**config.mk**
```make
export PLATFORM = sky130hd
export DESIGN_NAME = player_controller
export DESIGN_NICKNAME = d
export VERILOG_FILES = /design/src/rtl/player_controller.sv
export SDC_FILE = /design/constraint.sdc
export NUM_CORES = 1
export LEC_CHECK = 0
export CAP_MARGIN = 20
export CORE_MARGIN = 1.5
export CORE_UTILIZATION = 40
export CTS_CLUSTER_DIAMETER = 50
export DETAILED_ROUTE_END_ITERATION = 8
export DONT_BUFFER_PORTS = 1
export GPL_TIMING_DRIVEN = 0
export PLACE_DENSITY = 0.63
export SLEW_MARGIN = 20
export SYNTH_ARGS = -nofsm -noshare
export SYNTH_HDL_FRONTEND = slang
export SYNTH_SLANG_ARGS = --single-unit
export TNS_END_PERCENT = 100
```
**constraint.sdc**
```tcl
create_clock -name Clk -period 3.8 [get_ports Clk]
set_clock_uncertainty 0.05 [all_clocks]
set_input_delay 0.76 -clock Clk [delete_from_list [all_inputs] [get_ports Clk]]
set_output_delay 0.76 -clock Clk [all_outputs]
set_load 0.01 [all_outputs]
```
**src/rtl/player_controller.sv**
```systemverilog
// player_controller
//   One instance drives one on-screen character. Keyboard codes and collision
//   flags are turned into position and a movement state (Idle/Run/Jump/Fall
//   with gravity). Animation frames are sequenced per state. A mirrored
//   sprite-ROM address and a pixel-hit flag are produced for the VGA path.
//
// Ports
//   Clk, Reset          system clock, asynchronous active-high reset
//   frame_clk           vsync-rate strobe, edge-detected into a 1-Clk tick
//   revive              synchronous respawn (beats a coincident tick)
//   keycode_a/b         two USB key slots
//   on_ground           solid pixel directly under the feet
//   blocked_left/right  wall contact at the sprite edges
//   DrawX, DrawY        pixel currently being drawn
//   pos_x, pos_y        sprite top-left corner
//   anim_type           0 Idle, 1 Run, 2 Jump, 3 Fall
//   frame_index         animation frame within anim_type
//   facing_left         sprite mirrored horizontally
//   is_player           registered hit flag for DrawX/DrawY
//   sprite_addr         registered ROM address within one frame
module player_controller #(
   parameter int         WIDTH       = 32,
   parameter int         HEIGHT      = 48,
   parameter int         X_MIN       = 0,
   parameter int         X_MAX       = 639,
   parameter int         Y_MIN       = 0,
   parameter int         Y_MAX       = 479,
   parameter int         START_X     = 32,
   parameter int         START_Y     = 416,
   parameter int         VX          = 2,
   parameter int         JUMP_V      = 8,
   parameter int         GRAVITY     = 1,
   parameter int         VY_MAX      = 8,
   parameter logic [7:0] KEY_LEFT    = 8'h04,
   parameter logic [7:0] KEY_RIGHT   = 8'h07,
   parameter logic [7:0] KEY_JUMP    = 8'h1A,
   parameter int         IDLE_FRAMES = 4,
   parameter int         RUN_FRAMES  = 4,
   parameter int         FRAME_HOLD  = 4
) (
   input  logic        Clk,
   input  logic        Reset,
   input  logic        frame_clk,
   input  logic        revive,
   input  logic [7:0]  keycode_a,
   input  logic [7:0]  keycode_b,
   input  logic        on_ground,
   input  logic        blocked_left,
   input  logic        blocked_right,
   input  logic [9:0]  DrawX,
   input  logic [9:0]  DrawY,
   output logic [9:0]  pos_x,
   output logic [9:0]  pos_y,
   output logic [1:0]  anim_type,
   output logic [2:0]  frame_index,
   output logic        facing_left,
   output logic        is_player,
   output logic [10:0] sprite_addr
);

   localparam logic signed [11:0] XLO       = 12'(X_MIN);
   localparam logic signed [11:0] XHI       = 12'(X_MAX - WIDTH + 1);
   localparam logic signed [11:0] YLO       = 12'(Y_MIN);
   localparam logic signed [11:0] YHI       = 12'(Y_MAX - HEIGHT + 1);
   localparam logic signed [9:0]  VX_S      = 10'(VX);
   localparam logic signed [9:0]  JUMP_S    = 10'(JUMP_V);
   localparam logic signed [9:0]  GRAV_S    = 10'(GRAVITY);
   localparam logic signed [9:0]  VYMAX_S   = 10'(VY_MAX);
   localparam logic [3:0]         HOLD_LAST = 4'(FRAME_HOLD - 1);
   localparam logic [9:0]         SX        = 10'(START_X);
   localparam logic [9:0]         SY        = 10'(START_Y);

   typedef enum logic [1:0] {S_IDLE = 2'd0, S_RUN = 2'd1, S_JUMP = 2'd2, S_FALL = 2'd3} state_t;

   logic               r_fclk, r_tick;
   logic [9:0]         r_x, r_y;
   logic signed [9:0]  r_vy;
   state_t             r_state;
   logic [2:0]         r_frame;
   logic [3:0]         r_hold;
   logic               r_face;
   logic               r_hit;
   logic [10:0]        r_addr;

   logic               w_left, w_right, w_jump, w_ground;
   logic signed [9:0]  w_vx, w_vy_g, w_vy_n;
   logic               w_face;
   logic signed [11:0] w_x_sum, w_y_sum;
   logic [9:0]         w_x_n, w_y_n;
   state_t             w_mv, w_state_n;
   logic [2:0]         w_last, w_frame_n;
   logic [3:0]         w_hold_n;
   logic [9:0]         w_offx, w_offy, w_col;
   logic               w_hit;
   logic [10:0]        w_addr;

   // Tick generator: one Clk pulse per rising edge of frame_clk.
   always_ff @(posedge Clk or posedge Reset) begin
      if (Reset) begin
         r_fclk <= 1'b0;
         r_tick <= 1'b0;
      end else begin
         r_fclk <= frame_clk;
         r_tick <= frame_clk & ~r_fclk;
      end
   end

   // Horizontal intent and X update
   always_comb begin
      w_left  = (keycode_a == KEY_LEFT)  || (keycode_b == KEY_LEFT);
      w_right = (keycode_a == KEY_RIGHT) || (keycode_b == KEY_RIGHT);
      w_jump  = (keycode_a == KEY_JUMP)  || (keycode_b == KEY_JUMP);
      w_vx    = '0;
      w_face  = r_face;
      if (w_left && w_right) begin
         w_vx = '0;
      end else if (w_left) begin
         // facing follows the key even when the wall stops the motion
         w_face = 1'b1;
         w_vx   = blocked_left ? 10'sd0 : -VX_S;
      end else if (w_right) begin
         w_face = 1'b0;
         w_vx   = blocked_right ? 10'sd0 : VX_S;
      end
      w_x_sum = {2'b00, r_x} + {{2{w_vx[9]}}, w_vx};
      if (w_x_sum < XLO)      w_x_n = XLO[9:0];
      else if (w_x_sum > XHI) w_x_n = XHI[9:0];
      else                    w_x_n = w_x_sum[9:0];
   end

   // Movement FSM and Y update; resting on the floor clamp counts as ground
   always_comb begin
      w_ground  = on_ground || ({2'b00, r_y} == YHI);
      w_mv      = (w_vx != 10'sd0) ? S_RUN : S_IDLE;
      w_vy_g    = r_vy + GRAV_S;
      w_state_n = r_state;
      w_vy_n    = r_vy;
      unique case (r_state)
         S_IDLE, S_RUN: begin
            if (w_jump && w_ground) begin
               w_state_n = S_JUMP;
               w_vy_n    = -JUMP_S;
            end else if (!w_ground) begin
               w_state_n = S_FALL;
               w_vy_n    = '0;
            end else begin
               w_state_n = w_mv;
               w_vy_n    = '0;
            end
         end
         S_JUMP: begin
            // apex reached once gravity cancels the upward speed
            if (!w_vy_g[9]) begin
               w_state_n = S_FALL;
               w_vy_n    = '0;
            end else begin
               w_vy_n = w_vy_g;
            end
         end
         S_FALL: begin
            if (w_ground) begin
               w_state_n = w_mv;
               w_vy_n    = '0;
            end else begin
               w_vy_n = (w_vy_g > VYMAX_S) ? VYMAX_S : w_vy_g;
            end
         end
         default: begin
            w_state_n = S_IDLE;
            w_vy_n    = '0;
         end
      endcase
      w_y_sum = {2'b00, r_y} + {{2{w_vy_n[9]}}, w_vy_n};
      if (w_y_sum < YLO) begin
         w_y_n = YLO[9:0];
         if (w_state_n == S_JUMP) begin
            w_state_n = S_FALL;
            w_vy_n    = '0;
         end
      end else if (w_y_sum > YHI) begin
         // landing is handled on the next tick via the floor-as-ground rule
         w_y_n = YHI[9:0];
      end else begin
         w_y_n = w_y_sum[9:0];
      end
   end

   // Animation sequencing
   always_comb begin
      unique case (w_state_n)
         S_IDLE:  w_last = 3'(IDLE_FRAMES - 1);
         S_RUN:   w_last = 3'(RUN_FRAMES - 1);
         default: w_last = 3'd0;
      endcase
      w_frame_n = r_frame;
      w_hold_n  = r_hold + 4'd1;
      if (w_state_n != r_state) begin
         w_frame_n = '0;
         w_hold_n  = '0;
      end else if (r_hold == HOLD_LAST) begin
         w_hold_n  = '0;
         w_frame_n = (r_frame == w_last) ? 3'd0 : r_frame + 3'd1;
      end
   end

   // Draw path: offsets wrap when left/above the sprite, so one unsigned
   // compare covers both sides.
   always_comb begin
      w_offx = DrawX - r_x;
      w_offy = DrawY - r_y;
      w_hit  = (w_offx < 10'(WIDTH)) && (w_offy < 10'(HEIGHT));
      w_col  = r_face ? (10'(WIDTH - 1) - w_offx) : w_offx;
      w_addr = w_hit ? (11'(w_offy) * 11'(WIDTH) + 11'(w_col)) : 11'd0;
   end

   always_ff @(posedge Clk or posedge Reset) begin
      if (Reset) begin
         r_x     <= SX;
         r_y     <= SY;
         r_vy    <= '0;
         r_state <= S_IDLE;
         r_frame <= '0;
         r_hold  <= '0;
         r_face  <= 1'b0;
         r_hit   <= 1'b0;
         r_addr  <= '0;
      end else if (revive) begin
         r_x     <= SX;
         r_y     <= SY;
         r_vy    <= '0;
         r_state <= S_IDLE;
         r_frame <= '0;
         r_hold  <= '0;
         r_face  <= 1'b0;
         r_hit   <= 1'b0;
         r_addr  <= '0;
      end else begin
         r_hit  <= w_hit;
         r_addr <= w_addr;
         if (r_tick) begin
            r_x     <= w_x_n;
            r_y     <= w_y_n;
            r_vy    <= w_vy_n;
            r_state <= w_state_n;
            r_frame <= w_frame_n;
            r_hold  <= w_hold_n;
            r_face  <= w_face;
         end
      end
   end

   assign pos_x       = r_x;
   assign pos_y       = r_y;
   assign anim_type   = r_state;
   assign frame_index = r_frame;
   assign facing_left = r_face;
   assign is_player   = r_hit;
   assign sprite_addr = r_addr;

endmodule

```
# Word-level counts from Yosys, hierarchy flattened
# Index checks and enable logic that the tools add are counted.
# Widths: inputs -> output; s select.
# word_totals
reg_bits	54
input_bits	43
out_inout_bits	38
elab_cells	113
# op_classes
n_addsub	9
magnitude_cmp	7
n_eq_ne	16
muxes	51
bitwise_logic	2
reduce_logical	17
# ops
cell	n
$mux 10	20
$eq 8x3->1 const B	4
$pmux 10 s3	1
$add 11x10->12	2
$lt 12x1->1 const B	2
$mux 11	2
$mux 2	11
$lt 10x6->1 const B	2
$sub 10x10->10	2
$eq 8x5->1 const B	2
$mux 4	4
$mux 3	5
$gt 12x10->1 const B	1
$gt 12x11->1 const B	1
$add 11x10->11	1
$add 10x2->10 const B	1
$eq 10x9->1 const B	1
$gt 10x5->1 const B	1
$reduce_bool 10->1	1
$sub 5x10->10 const A	1
$mux 1	7
$eq 2x2->1 const B	3
$pmux 2 s3	1
$reduce_bool 3->1	2
16 further kinds	24

# Depth between registers and ports, before layout
# Gate-level depths: netlist (run 1).
# logic_depth
depth_word	22
depth_mapped	18
ltp_nobuf	18

# Least setup slack after synthesis (run 1)
# OpenSTA, ideal clock, no wires.
# synth_path
path_type	flip-flop to flip-flop
from	register r_vy[1]
to	register r_y[0], in the netlist pos_y[0]
setup_ns	0.122
arrival_ns	4.036
required_ns	3.628
slack_ns	-0.407
stages_incl_launch_ff	18
n_path_buf	0
synth_period_minus_slack_ns	4.207
cell_sequence	dfrtp_1 -> ha_1 -> nand4_1 -> nor2_1 -> nand3_1 -> o41ai_1 -> a31o_2 -> o2111ai_1 -> o21ai_0 -> ha_1 -> a2111oi_4 -> o21ai_0 -> a21oi_1 -> o21bai_1 -> a32o_1 -> a22oi_1 -> a21oi_1 -> a32o_1
# synth_between
elab_chain_cells	11
elab_cells_between_ends	13
classes_between	add/sub: 2; order compare: 3; mux: 8
# synth_lines
element	line_no	source
start, declared	77	logic signed [9:0] r_vy;
start signal, assigned	243	r_vy <= w_vy_n;
$add 10x2->10 *	135	w_vy_g = r_vy + GRAV_S;
$gt 10x5->1	165	w_vy_n = (w_vy_g > VYMAX_S) ? VYMAX_S : w_vy_g;
$mux 10	165	
$mux 10	161	if (w_ground) begin
$pmux 10 s3 *	138	unique case (r_state)
$add 11x10->12 *	173	w_y_sum = {2'b00, r_y} + {{2{w_vy_n[9]}}, w_vy_n};
$gt 12x10->1	180	end else if (w_y_sum > YHI) begin
$mux 10	180	
$mux 10 *	174	if (w_y_sum < YLO) begin
$mux 10 *	240	if (r_tick) begin
$mux 10 *	227	end else if (revive) begin
end signal, assigned	242	r_y <= w_y_n;
end, declared	76	logic [9:0] r_x, r_y;
# Every way passes the cells marked *; elsewhere a longest branch is shown, timed or not. The select of a mux whose other input is x is not followed.
# A chain may end at the register's enable or synchronous reset.

# Worst setup path after layout (run 1)
# layout_path
from	register r_vy[1]
to	register r_y[6], in the netlist pos_y[6]
# Same word-level chain as after synthesis.

==> results.md, run 1 <==
* Status: finished with violations
* Failing checks: setup timing
* Initial Utilization at between 40% and 50%
* Buf/Inv on CP at 1
* Final setup violation count at 27
* Critical Path RT at between 3 and 4 ns
* TritonCTS clock tree: built
* Hold path start: r_fclk
* Synth Cell Area at around 5000 sq um
* Port Buffer Count at 0
* Post-DP Area at 5380 sq um
* Clock Latency Late Sink at about 0.29 ns
* Synthesized area per cell at approximately 9 sq um
* Reg area at between 1000 and 1500 sq um
* Final ANT Viol Nets at 0
* CTS H-tree depth at 2
* HP Class: reg -> reg
* R2R setup slack at -0.40 ns
* Worst-path clk slew at 0.07 ns
* Global-route wire length before repair at about 22 mm
* Metal-1 WL at between 5 and 6 mm
* Final worst slack at -0.405 ns
* Syn Nets at between 600 and 700
* Power Density at between 200 and 250 nW/um^2
* Met3 wire length at a little under 800 um
* Residual DRC at 0
* Worst rel slew slack at approximately half
* Vias per cell at a little under 6
* Die area at between 10000 and 15000 sq um
* Top layer used by detailed routing: met4
* Slowest cell on the critical path: dfrtp_2
* Hpwl dp at around 10 mm
* Syn-to-layout area delta at 24.5%
* Total Nets Final at 695
* Worst r2r dst: pos_y[6]
* Slew Limit Fails at 0
* Placer Congestion at between 0.8 and 0.9
* WP data arrival at roughly 4.3 ns
* Ys flop type: dfrtp_1
* Seq/Total Area, Yosys at roughly a quarter
* Startpoint types: register
* Yosys reg bits at 53
* WHS Path Cells at 1
* Antenna violations before repair at 0
* Crit path cell chain: ha_4 > nand2b_4 > a21oi_2 > nor3_2 > o22ai_1 > a31o_2 > o2111ai_4 > o21ai_2 > ha_4 > a2111oi_4 > o31ai_4 > a31oi_4 > buf_6 > xnor2_1 > a32o_1 > a22oi_2 > a21oi_2 > a32o_1
* Post-synth EDFFs at 0
* Yosys warns at 0
* Synth cell types at between 70 and 80
* Least-Margin Pin Slew at approximately 0.75 ns
* Core area at about 12000 sq um
* Final core utilization at roughly 52%
* CP max FO at 5
* Worst VDD drop at 205 uV
* Slowest Stage Delay on Critical Path at between 0.4 and 0.5 ns
* DR iter-0 viols at 213
* Longest Clk Path Bufs at 2
* CTS sink cnt at 53
* Final wirelength at 13.6 mm
* Reg2reg path depth at 18
* Min-Delay Endpoint: r_tick
* Synth async-reset ratio at 100%
* Static leakage at around 2.6 nW
* CTS buffer count at 5
* Worst R2R Start: r_vy[1]
* Multi-input combinational cell area at about 4000 sq um
* Share of cells above drive strength 1 at 26.8%
* Largest net degree at the start of global routing at 54
* CP delay by family, top: compound AO/OA/AOI/OAI gates
* Worst setup EP type: register
* I/O pins at 81
* WS Path Type: reg -> reg
* First-pass iteration count of the detailed router at 5
* Via Count at roughly 4500
* Vias in the first global route at between 4000 and 5000
* Fin crit share at 111%
* Min Clock Period, post-route at approximately 4.2 ns
* # diodes at 0
* Grt total ovfl at 0
* Root Driver: clkbuf_16
* RSZ-0062 raised after global routing: true
* Fin. Hold Viols at 0
* Chip height at around 120 um
* Design Area, Final at between 6000 and 7000 sq um
* Fmax at 238 MHz
* GR Util All Layers at a little over 20%
* Filler instances at 1130
* Die X at about 120 um
* Max Cap Violations at 0
* Row count at 40
* DR WL/cell at roughly 18 um
* Mapped Cells at 559
* WL met2 at 6.66 mm
through the flow:
step	power, mW	setup slack [ns]	instances	setup TNS (ns)	hold WS, ns
after floorplan	0.835	0.00207	559	0	0.328
after global placement	0.888	-0.577	727	-15.02	0.337
after detailed placement	0.896	-0.644	727	-17.31	0.345
after CTS	1.41	-0.309	752	-6.63	0.356
after global routing	1.50	-0.584	768	-15.16	0.369
final	1.43	-0.405	768	-9.60	0.352
report_power, final:
group          internal, mW  leakage, nW  switching [mW]
registers             0.574        0.711          0.0140
clock network         0.283       0.0805           0.216
logic                 0.142         1.85           0.202
total                 0.999         2.64           0.432
cells in the mapped netlist (3+ instances only):
library cell / number / area share [%]
dfrtp_1: 49 / 24
o311ai_0: 3 / 0.52
nand2_1: 28 / 2.1
nand4_1: 3 / 0.37
a31oi_1: 5 / 0.62
inv_1: 43 / 3.2
o31ai_1: 7 / 1.0
a32o_1: 12 / 2.4
or2_2: 4 / 0.50
o21a_1: 6 / 0.90
nor4_2: 7 / 1.7
nor2_1: 44 / 3.3
xor2_1: 16 / 2.8
xnor2_1: 33 / 5.8
o41ai_1: 4 / 0.70
o21ai_0: 23 / 2.3
fa_1: 5 / 2.0
nor3_1: 12 / 1.2
nand3_1: 10 / 1.0
or3_1: 3 / 0.37
o21bai_1: 6 / 0.90
a21boi_0: 3 / 0.45
and3_1: 4 / 0.50
buf_2: 5 / 0.50
clkbuf_1: 10 / 0.75
a22o_1: 17 / 3.0
a2111oi_0: 3 / 0.52
a21o_1: 13 / 1.9
dfstp_2: 4 / 2.1
a21oi_1: 33 / 3.3
ha_1: 48 / 12
o221ai_1: 3 / 0.52
nand2b_1: 8 / 1.0
nor4_1: 7 / 0.87
a31o_2: 4 / 0.70
a211oi_1: 6 / 0.90
nor2b_1: 12 / 1.5
registers in the layout, indices dropped and copies added, names as in the netlist:
name,count
sprite_addr,11
pos_y,10
r_vy,10
pos_x,9
r_hold,4
frame_index,3
anim_type,2
facing_left,1
is_player,1
r_fclk,1
r_tick,1
cell type report:
cell class	instances	share of cell area, %
buffer	14	1.12
sequential	53	21.4
timing repair buffer	35	5.24
clock buffer	7	2.44
inverter	43	2.62
clock inverter	1	0.140
multi-input combinational	447	63.7
tap	168	3.36
worst reg2reg max path, delay by kind of cell (launching register included):
family	cells	cell delay, ns
AND/OR/NAND/NOR	2	0.19
buffers and inverters	1	0.14
flip-flops	1	0.47
adder cells (fa/ha/maj)	2	0.44
XOR/XNOR	1	0.05
AO/OA/AOI/OAI	12	2.75
worst max path at each step:
stage | startpoint | to | cells past startpoint | slack [ns]
after CTS | r_vy[1] | pos_y[6] | 18 | -0.31
after detailed placement | r_vy[1] | r_hold[2] | 16 | -0.64
final | r_vy[1] | pos_y[6] | 18 | -0.40
after floorplan | keycode_a[5] | pos_x[1] | 15 | 0.002
after global placement | r_vy[1] | r_hold[2] | 15 | -0.58
after global routing | r_vy[1] | pos_y[6] | 18 | -0.58
cell usage in the layout (no fill, tap or decap), types with 6 or more instances in the layout:
| cell | Yosys | routed |
|---|---|---|
| a21o_1 | 13 | 12 |
| a21oi_1 | 33 | 24 |
| a21oi_2 | 2 | 10 |
| a22o_1 | 17 | 17 |
| a32o_1 | 12 | 12 |
| buf_4 | 1 | 27 |
| buf_6 | 0 | 7 |
| clkbuf_1 | 10 | 7 |
| clkbuf_16 | 0 | 6 |
| dfrtp_1 | 49 | 43 |
| dfrtp_2 | 0 | 6 |
| ha_1 | 48 | 41 |
| inv_1 | 43 | 41 |
| nand2_1 | 28 | 25 |
| nand2b_1 | 8 | 6 |
| nand3_1 | 10 | 9 |
| nor2_1 | 44 | 39 |
| nor2b_1 | 12 | 11 |
| nor3_1 | 12 | 10 |
| nor4_1 | 7 | 7 |
| nor4_2 | 7 | 6 |
| o21a_1 | 6 | 6 |
| o21ai_0 | 23 | 17 |
| o21bai_1 | 6 | 6 |
| xnor2_1 | 33 | 32 |
| xor2_1 | 16 | 16 |
layer usage:
layer	vias to the layer above	global-route usage, %
met4	0	5.51
met1	2198	26.8
met5	-	0
met3	21	3.00
li1	2152	-
met2	112	34.8
cells by family (layout without fill, tap and decap cells):
| family | after synthesis | in the layout | share of synthesized area [%] |
|---|---|---|---|
| adders and majority gates | 53 | 53 | 13.9 |
| DFF | 53 | 53 | 26.5 |
| buffers and inverters | 59 | 100 | 4.61 |
| AOI/OAI and AO/OA | 180 | 180 | 27.5 |
| and+or+nand+nor | 160 | 160 | 17.9 |
| xor gates and xnor gates | 51 | 51 | 9.19 |
| muxes | 1 | 1 | 0.199 |
| other | 2 | 2 | 0.149 |
what timing repair did:
action,CTS,global route
resized for setup,29,60
endpoints found under the setup margin,34,38
buffers inserted,17,18
hold buffers,0,0
gates cloned,1,0
pin swaps,28,34
(Power assumes the default switching activity.)
==> run 2: changes to the inputs <==
--- a/config.mk
+++ b/config.mk
@@ -7,12 +7,12 @@
 export LEC_CHECK = 0
 export CAP_MARGIN = 20
 export CORE_MARGIN = 1.5
-export CORE_UTILIZATION = 40
+export CORE_UTILIZATION = 59
 export CTS_CLUSTER_DIAMETER = 50
 export DETAILED_ROUTE_END_ITERATION = 8
 export DONT_BUFFER_PORTS = 1
 export GPL_TIMING_DRIVEN = 0
-export PLACE_DENSITY = 0.63
+export PLACE_DENSITY = 0.85
 export SLEW_MARGIN = 20
 export SYNTH_ARGS = -nofsm -noshare
 export SYNTH_HDL_FRONTEND = slang
==> run 2 against run 1 <==
Compared with the run above:
- non-clock buffer count down 8
- sequential power about the same
- core utilization up 21 points
- the run still ends with setup timing left
- via count up 4.8%
- routed wire length up 2.1%
- sequential share of layout area up 1.1 points
- first-iteration DRC count up 57%
- clock power down 35%
- critical path depth down 1
- fmax down 2.5%
==> results.md, run 2 (same netlist as run 1, synthesis figures left out) <==
* Root Driver: clkbuf_8 (was clkbuf_16)
* TritonCTS clock tree: built (unchanged)
* Internal power at 0.832 mW (was 0.999 mW)
* Clock Power Share at 26.2% (was 34.9%)
* Multi-input combinational cell area at 3950 sq um (was 3980 sq um)
* Final wirelength at 13.9 mm (was 13.6 mm)
* HP Class: in -> async (was reg -> reg)
* Sw Ratio at 32.9% (was 30.2%)
* Clock Latency Late Sink at 0.32 ns (was 0.29 ns)
* I/O pins at 81 (unchanged)
* DR WL/cell at 20.0 um (was 17.7 um)
* RSZ-0062 raised after global routing: true (unchanged)
* Most common cell after layout, fill and taps aside: dfrtp_1 (unchanged)
* Port Buffer Count at 0 (unchanged)
* Die area at 9080 sq um (was 13200 sq um)
* Final setup violation count at 31 (was 27)
* Max Cap Violations at 0 (unchanged)
* Failing checks: setup timing (unchanged)
* # hold bufs at CTS at 0 (unchanged)
* Combinational Power Share at 26.4% (was 24.0%)
* DR iter-0 viols at 334 (was 213)
* Residual DRC at 0 (unchanged)
* Most frequent cells in the layout: dfrtp_1 (44), ha_1 (43), inv_1 (42) (was dfrtp_1 (43), inv_1 (41), ha_1 (41))
* Hold slack final at 0.267 ns (was 0.352 ns)
* Sequential power share at 47.4% (was 41.1%)
* Placer Congestion at 0.880 (was 0.850)
* Fmax at 232 MHz (was 238 MHz)
* Worst rel slew slack at 48.3% (was 48.9%)
* Vias per cell at 6.75 (was 5.84)
* Sum Neg Setup Slack at -10.38 ns (was -9.60 ns)
* Syn-to-layout area delta at 18.6% (was 24.5%)
* Row count at 33 (was 40)
* Final ANT Viol Nets at 0 (unchanged)
* Total Nets Final at 687 (was 695)
* Final core utilization at 72.5% (was 51.6%)
* CTS buffer count at 5 (unchanged)
* Initial Utilization at 61.1% (was 41.5%)
* Chip height at 95.3 um (was 115 um)
* Least-Margin Pin Slew at 0.763 ns (was 0.754 ns)
* Slew Limit Fails at 0 (unchanged)
* Pwr Total at 1.24 mW (was 1.43 mW)
* Fin. Hold Viols at 0 (unchanged)
* Largest net degree at the start of global routing at 36 (was 54)
* Reported net switching power at 0.408 mW (was 0.432 mW)
* Worst r2r dst: pos_y[4] (was pos_y[6])
* Worst VDD drop at 138 uV (was 205 uV)
* Static leakage at 2.57 nW (was 2.64 nW)
* CTS sink cnt at 53 (unchanged)
* Power Density at 208 nW/um^2 (was 229 nW/um^2)
* # diodes at 0 (unchanged)
* Hpwl dp at 9.83 mm (was 10.1 mm)
* R2R setup slack at -0.51 ns (was -0.40 ns)
* Reg2reg path depth at 17 (was 18)
* WP data arrival at 4.47 ns (was 4.34 ns)
* Core area at 8220 sq um (was 12100 sq um)
* Reg area at 1340 sq um (about the same)
* Fin crit share at 113% (was 111%)
* Vias in the first global route at 4649 (was 4435)
* First-pass iteration count of the detailed router at 5 (unchanged)
* Antenna violations before repair at 0 (unchanged)
* GR Util All Layers at 31.1% (was 20.3%)
* Final worst slack at -0.511 ns (was -0.405 ns)
* Share of cells above drive strength 1 at 24.2% (was 26.8%)
* Critical Path RT at 3.96 ns (was 3.94 ns)
* Startpoint types: register (unchanged)
* Longest Clk Path Bufs at 2 (unchanged)
* Number of flip-flops in the largest register at 11 (unchanged)
* CTS H-tree depth at 2 (unchanged)
* CP max FO at 5 (unchanged)
* Critical path origin: r_vy[1] (unchanged)
* Worst-path clk slew at 0.10 ns (was 0.07 ns)
* Worst R2R Start: r_vy[1] (unchanged)
* Status: finished with violations (unchanged)
* Min Clock Period, post-route at 4.31 ns (was 4.20 ns)
* Worst setup EP type: register (unchanged)
* Global-route wire length before repair at 22.0 mm (was 21.6 mm)
* Via Count at 4696 (was 4483)
* Die X at 95.3 um (was 115 um)
* WS Path Type: reg -> reg (unchanged)
* Grt total ovfl at 0 (unchanged)
* Filler instances at 603 (was 1130)
[run 2: cell count changes in the layout (fill, tap and decap cells not counted), moves of 3 or more]
cell,previous run,this run
a21oi_2,10,7
clkbuf_8,2,5
clkbuf_16,6,0
buf_6,7,3
[run 2: repair_timing]
item,4_1_cts,5_1_grt
setup endpoints to repair,33,38
gates cloned,0,0
setup buffers,16,10
gates resized for setup,28,45
pin swaps,27,36
[run 2: cell type report]
class / instances / area share (%)
clock buffers: 6 / 1.22
clock inverters: 1 / 0.147
plain buffers: 14 / 1.18
flip-flops and latches: 53 / 22.5
multi-input cells: 447 / 66.3
repair buffers: 27 / 3.74
inverters: 43 / 2.71
well taps: 105 / 2.21
[run 2: power by group through the flow]
stage	logic, mW	clock network [mW]	registers [mW]
6_report	0.328	0.324	0.588
5_1_grt	0.363	0.349	0.589
4_1_cts	0.313	0.326	0.588
3_5_place_dp	0.298	0	0.598
3_3_place_gp	0.283	0	0.598
2_1_floorplan	0.240	0	0.594
[run 2: metal layers]
| metal | track usage (%) | part of all wire [%] | wire length, um | vias to the layer above |
|---|---|---|---|---|
| met1 | 38.5 | 40 | 5550 | 2291 |
| met2 | 53.0 | 49 | 6850 | 216 |
| met4 | 13.4 | 3.5 | 482 | 0 |
| met5 | 0 | 0 | 0 | - |
| met3 | 5.10 | 7.3 | 1010 | 47 |
| li1 | - | - | - | 2142 |
[run 2: critical path, cell delays in order, from the launching register on]
cell and delay (ns):
dfrtp_2 0.46, ha_4 0.18, nand4_1 0.15, nor2_2 0.21, nand3_2 0.11, o41ai_2 0.08
a31o_2 0.26, o2111ai_4 0.17, o21ai_2 0.25, ha_4 0.25, a2111oi_4 0.47, o21ai_2 0.16
a21oi_2 0.29, o21bai_4 0.11, o41ai_4 0.33, a22oi_2 0.19, a211o_1 0.26, a32o_1 0.22
[run 2: how the worst max path moves through the flow]
stage | endpoint | slack, ns | depth (start not counted)
finish | pos_y[4] | -0.51 | 17
global route | pos_y[4] | -0.69 | 17
CTS | anim_type[0] | -0.29 | 17
detailed placement | r_hold[2] | -0.67 | 14
global placement | r_hold[2] | -0.59 | 14
floorplan | pos_x[1] | 0.002 | 15
[run 2: through the flow]
step           area (sq um)  instances  setup WS, ns
6_report               5960        696        -0.511
5_1_grt                5960        696        -0.688
4_1_cts                5670        688        -0.293
2_1_floorplan          5170        559       0.00207
3_3_place_gp           5300        664        -0.586
3_5_place_dp           5320        665        -0.673
==> run 3: changes to the inputs <==
==> constraint.sdc (replaced) <==
create_clock -name Clk -period 3.8 [get_ports Clk]
set_clock_uncertainty 0.05 [all_clocks]
set_input_delay 0 -clock Clk [delete_from_list [all_inputs] [get_ports Clk]]
set_output_delay 0 -clock Clk [all_outputs]
set_load 0.01 [all_outputs]
==> run 3 against run 2 <==
Compared with the run above:
- critical endpoint unchanged
- fmax decreased by 2.7%
- global-route usage increased by 1.7 points
- die area unchanged
- clock power increased by 6.5%
- highest routed layer unchanged
- core utilization decreased by 1.2 points
- power increased by 2.5%
- final cell count increased by 0.72%
- first-iteration DRC count decreased by 9.6%
- critical path depth increased by 1
- design area decreased by 1.7%
- the run still ends with setup timing left
- largest cell class unchanged
==> results.md, run 3 (same netlist as run 1, synthesis figures left out) <==
* Status: finished with violations (unchanged)
* Failing checks: setup timing (unchanged)
* Startpoint types: register (unchanged)
* CP Capture Point: pos_y[4] (unchanged)
* Hpwl dp at 9.97 mm (was 9.83 mm)
* Worst VDD drop at 158 uV (was 138 uV)
* Final core utilization at 71.3% (was 72.5%)
* Critical Path RT at 3.94 ns (was 3.96 ns)
* Most common cell after layout, fill and taps aside: ha_1 (was dfrtp_1)
* Row count at 33 (unchanged)
* Sw Ratio at 34.1% (was 32.9%)
* Final wirelength at 14.4 mm (was 13.9 mm)
* Vias in the first global route at 4820 (was 4649)
* GR Util All Layers at 32.7% (was 31.1%)
* Max Cap Violations at 0 (unchanged)
* # diodes at 0 (unchanged)
* Fin. Hold Viols at 0 (unchanged)
* CTS buffer count at 5 (unchanged)
* Worst-path clk slew at 0.11 ns (was 0.10 ns)
* Vias per cell at 6.75 (about the same)
* Die X at 95.3 um (unchanged)
* CP max FO at 5 (unchanged)
* Worst r2r dst: pos_y[4] (unchanged)
* Min Clock Period, post-route at 4.43 ns (was 4.31 ns)
* Combinational Power Share at 26.5% (was 26.4%)
* Placer Congestion at 0.874 (was 0.880)
* Share of cells above drive strength 1 at 19.8% (was 24.2%)
* Reg2reg path depth at 18 (was 17)
* Number of flip-flops in the largest register at 11 (unchanged)
* I/O pins at 81 (unchanged)
* Port Buffer Count at 0 (unchanged)
* Slew Limit Fails at 0 (unchanged)
* Internal power at 0.838 mW (was 0.832 mW)
* Worst rel slew slack at 48.8% (was 48.3%)
* WP data arrival at 4.57 ns (was 4.47 ns)
* Sum Neg Setup Slack at -12.48 ns (was -10.38 ns)
* Longest Clk Path Bufs at 2 (unchanged)
* Most frequent cells in the layout: ha_1 (45), dfrtp_1 (44), inv_1 (42) (was dfrtp_1 (44), ha_1 (43), inv_1 (42))
* Residual DRC at 0 (unchanged)
* Die area at 9080 sq um (unchanged)
* Worst R2R Start: r_vy[1] (unchanged)
* TritonCTS clock tree: built (unchanged)
* Fin crit share at 117% (was 113%)
* Final worst slack at -0.632 ns (was -0.511 ns)
* Critical path origin: r_vy[1] (unchanged)
* Core area at 8220 sq um (unchanged)
* Largest net degree at the start of global routing at 35 (was 36)
* Hold path start: DrawX[1]
* R2R setup slack at -0.63 ns (was -0.51 ns)
* Syn-to-layout area delta at 16.5% (was 18.6%)
* DR iter-0 viols at 302 (was 334)
* Least-Margin Pin Slew at 0.768 ns (was 0.763 ns)
* Fmax at 226 MHz (was 232 MHz)
* Grt total ovfl at 0 (unchanged)
* WS Path Type: reg -> reg (unchanged)
* Root Driver: clkbuf_8 (unchanged)
* HP Class: in -> reg (was in -> async)
* Final setup violation count at 27 (was 31)
* Chip height at 95.3 um (unchanged)
* Static leakage at 2.52 nW (was 2.57 nW)
* Clock Power Share at 27.2% (was 26.2%)
* Clock Latency Late Sink at 0.32 ns (about the same)
* Antenna violations before repair at 0 (unchanged)
* Reported net switching power at 0.433 mW (was 0.408 mW)
* RSZ-0062 raised after global routing: true (unchanged)
* Worst setup EP type: register (unchanged)
* Via Count at 4734 (was 4696)
* Global-route wire length before repair at 23.1 mm (was 22.0 mm)
* CTS sink cnt at 53 (unchanged)
* Filler instances at 569 (was 603)
* Power Density at 217 nW/um^2 (was 208 nW/um^2)
* CTS H-tree depth at 2 (unchanged)
* Final ANT Viol Nets at 0 (unchanged)
* First-pass iteration count of the detailed router at 6 (was 5)
* Sequential power share at 46.3% (was 47.4%)
* Total Nets Final at 691 (was 687)
* Initial Utilization at 61.1% (unchanged)
* DR WL/cell at 20.5 um (was 20.0 um)
## run 3: cell types whose count changed in the layout (fill, tap and decap cells not counted), moves of 3 or more
cell           before  now
o21ai_2             4    1
buf_4              25   19
a211oi_4            3    0
dlygate4sd3_1       0    5
## run 3: worst min-delay path by stage
stage                     cells after the start        endpoint  slack [ns]
after global routing                          3  sprite_addr[1]        0.04
after CTS                                     3  sprite_addr[1]       0.004
after floorplan                               0          r_fclk       -0.02
after detailed placement                      1        pos_x[2]       -0.13
final                                         3  sprite_addr[1]        0.02
after global placement                        0          r_fclk       -0.02
## run 3: timing repair
| action | in CTS | in global routing |
|---|---|---|
| hold endpoints to repair | 55 | 0 |
| pin swaps | 27 | 31 |
| setup buffers | 18 | 5 |
| hold buffers | 5 | 0 |
| gates resized for setup | 42 | 20 |
| setup endpoints to repair | 30 | 37 |
| gates cloned | 1 | 0 |
## run 3: final cells by class
type | count | area (sq um) | area share [%]
Buffer | 16 | 77.6 | 1.33
Clock buffer | 6 | 72.6 | 1.24
Clock inverter | 2 | 15.0 | 0.256
Inverter | 43 | 161 | 2.76
Multi-Input combinational cell | 448 | 3800 | 64.9
Sequential cell | 53 | 1340 | 22.8
Tap cell | 105 | 131 | 2.24
Timing Repair Buffer | 28 | 259 | 4.42
## run 3: routing by layer
layer / share of wire, % / vias to the layer above / track usage, % / wire length (um)
met4: 3.6 / 0 / 13.1 / 515
met5: 0 / - / 0 / 0
met2: 51 / 253 / 57.6 / 7320
met1: 38 / 2291 / 38.5 / 5440
met3: 7.7 / 47 / 6.94 / 1110
li1: - / 2143 / - / -
## run 3: metrics by stage
step                area [sq um]  setup slack, ns  cells  hold WS (ns)  power, mW
finish                      5850           -0.632    701        0.0230       1.27
global route                5850           -0.766    701        0.0415       1.32
CTS                         5720           -0.325    696       0.00433       1.25
detailed placement          5240           -0.666    665        -0.133      0.897
global placement            5220           -0.583    664       -0.0184      0.878
floorplan                   5090          0.00547    559       -0.0186      0.831
## run 3: power by group through the flow
stage / Clock, mW / Combinational (mW) / Sequential (mW)
after global routing: 0.360 / 0.370 / 0.590
after detailed placement: 0 / 0.298 / 0.599
after global placement: 0 / 0.280 / 0.598
final: 0.345 / 0.337 / 0.589
after CTS: 0.337 / 0.323 / 0.588
after floorplan: 0 / 0.237 / 0.594
## run 3: worst max-delay path, cell delays in order, from the launching register on
cell and delay [ns]:
dfrtp_2 0.46, ha_4 0.18, nand4_1 0.18, nor2_4 0.19
nand3_2 0.09, o41ai_2 0.06, a31o_2 0.27, o2111ai_4 0.21
o21ai_4 0.24, ha_4 0.24, a2111oi_4 0.49, o31ai_4 0.18
a31oi_4 0.31, buf_4 0.16, nand2_1 0.09, o41ai_4 0.08
a22oi_2 0.21, a211o_1 0.33, a32o_1 0.25
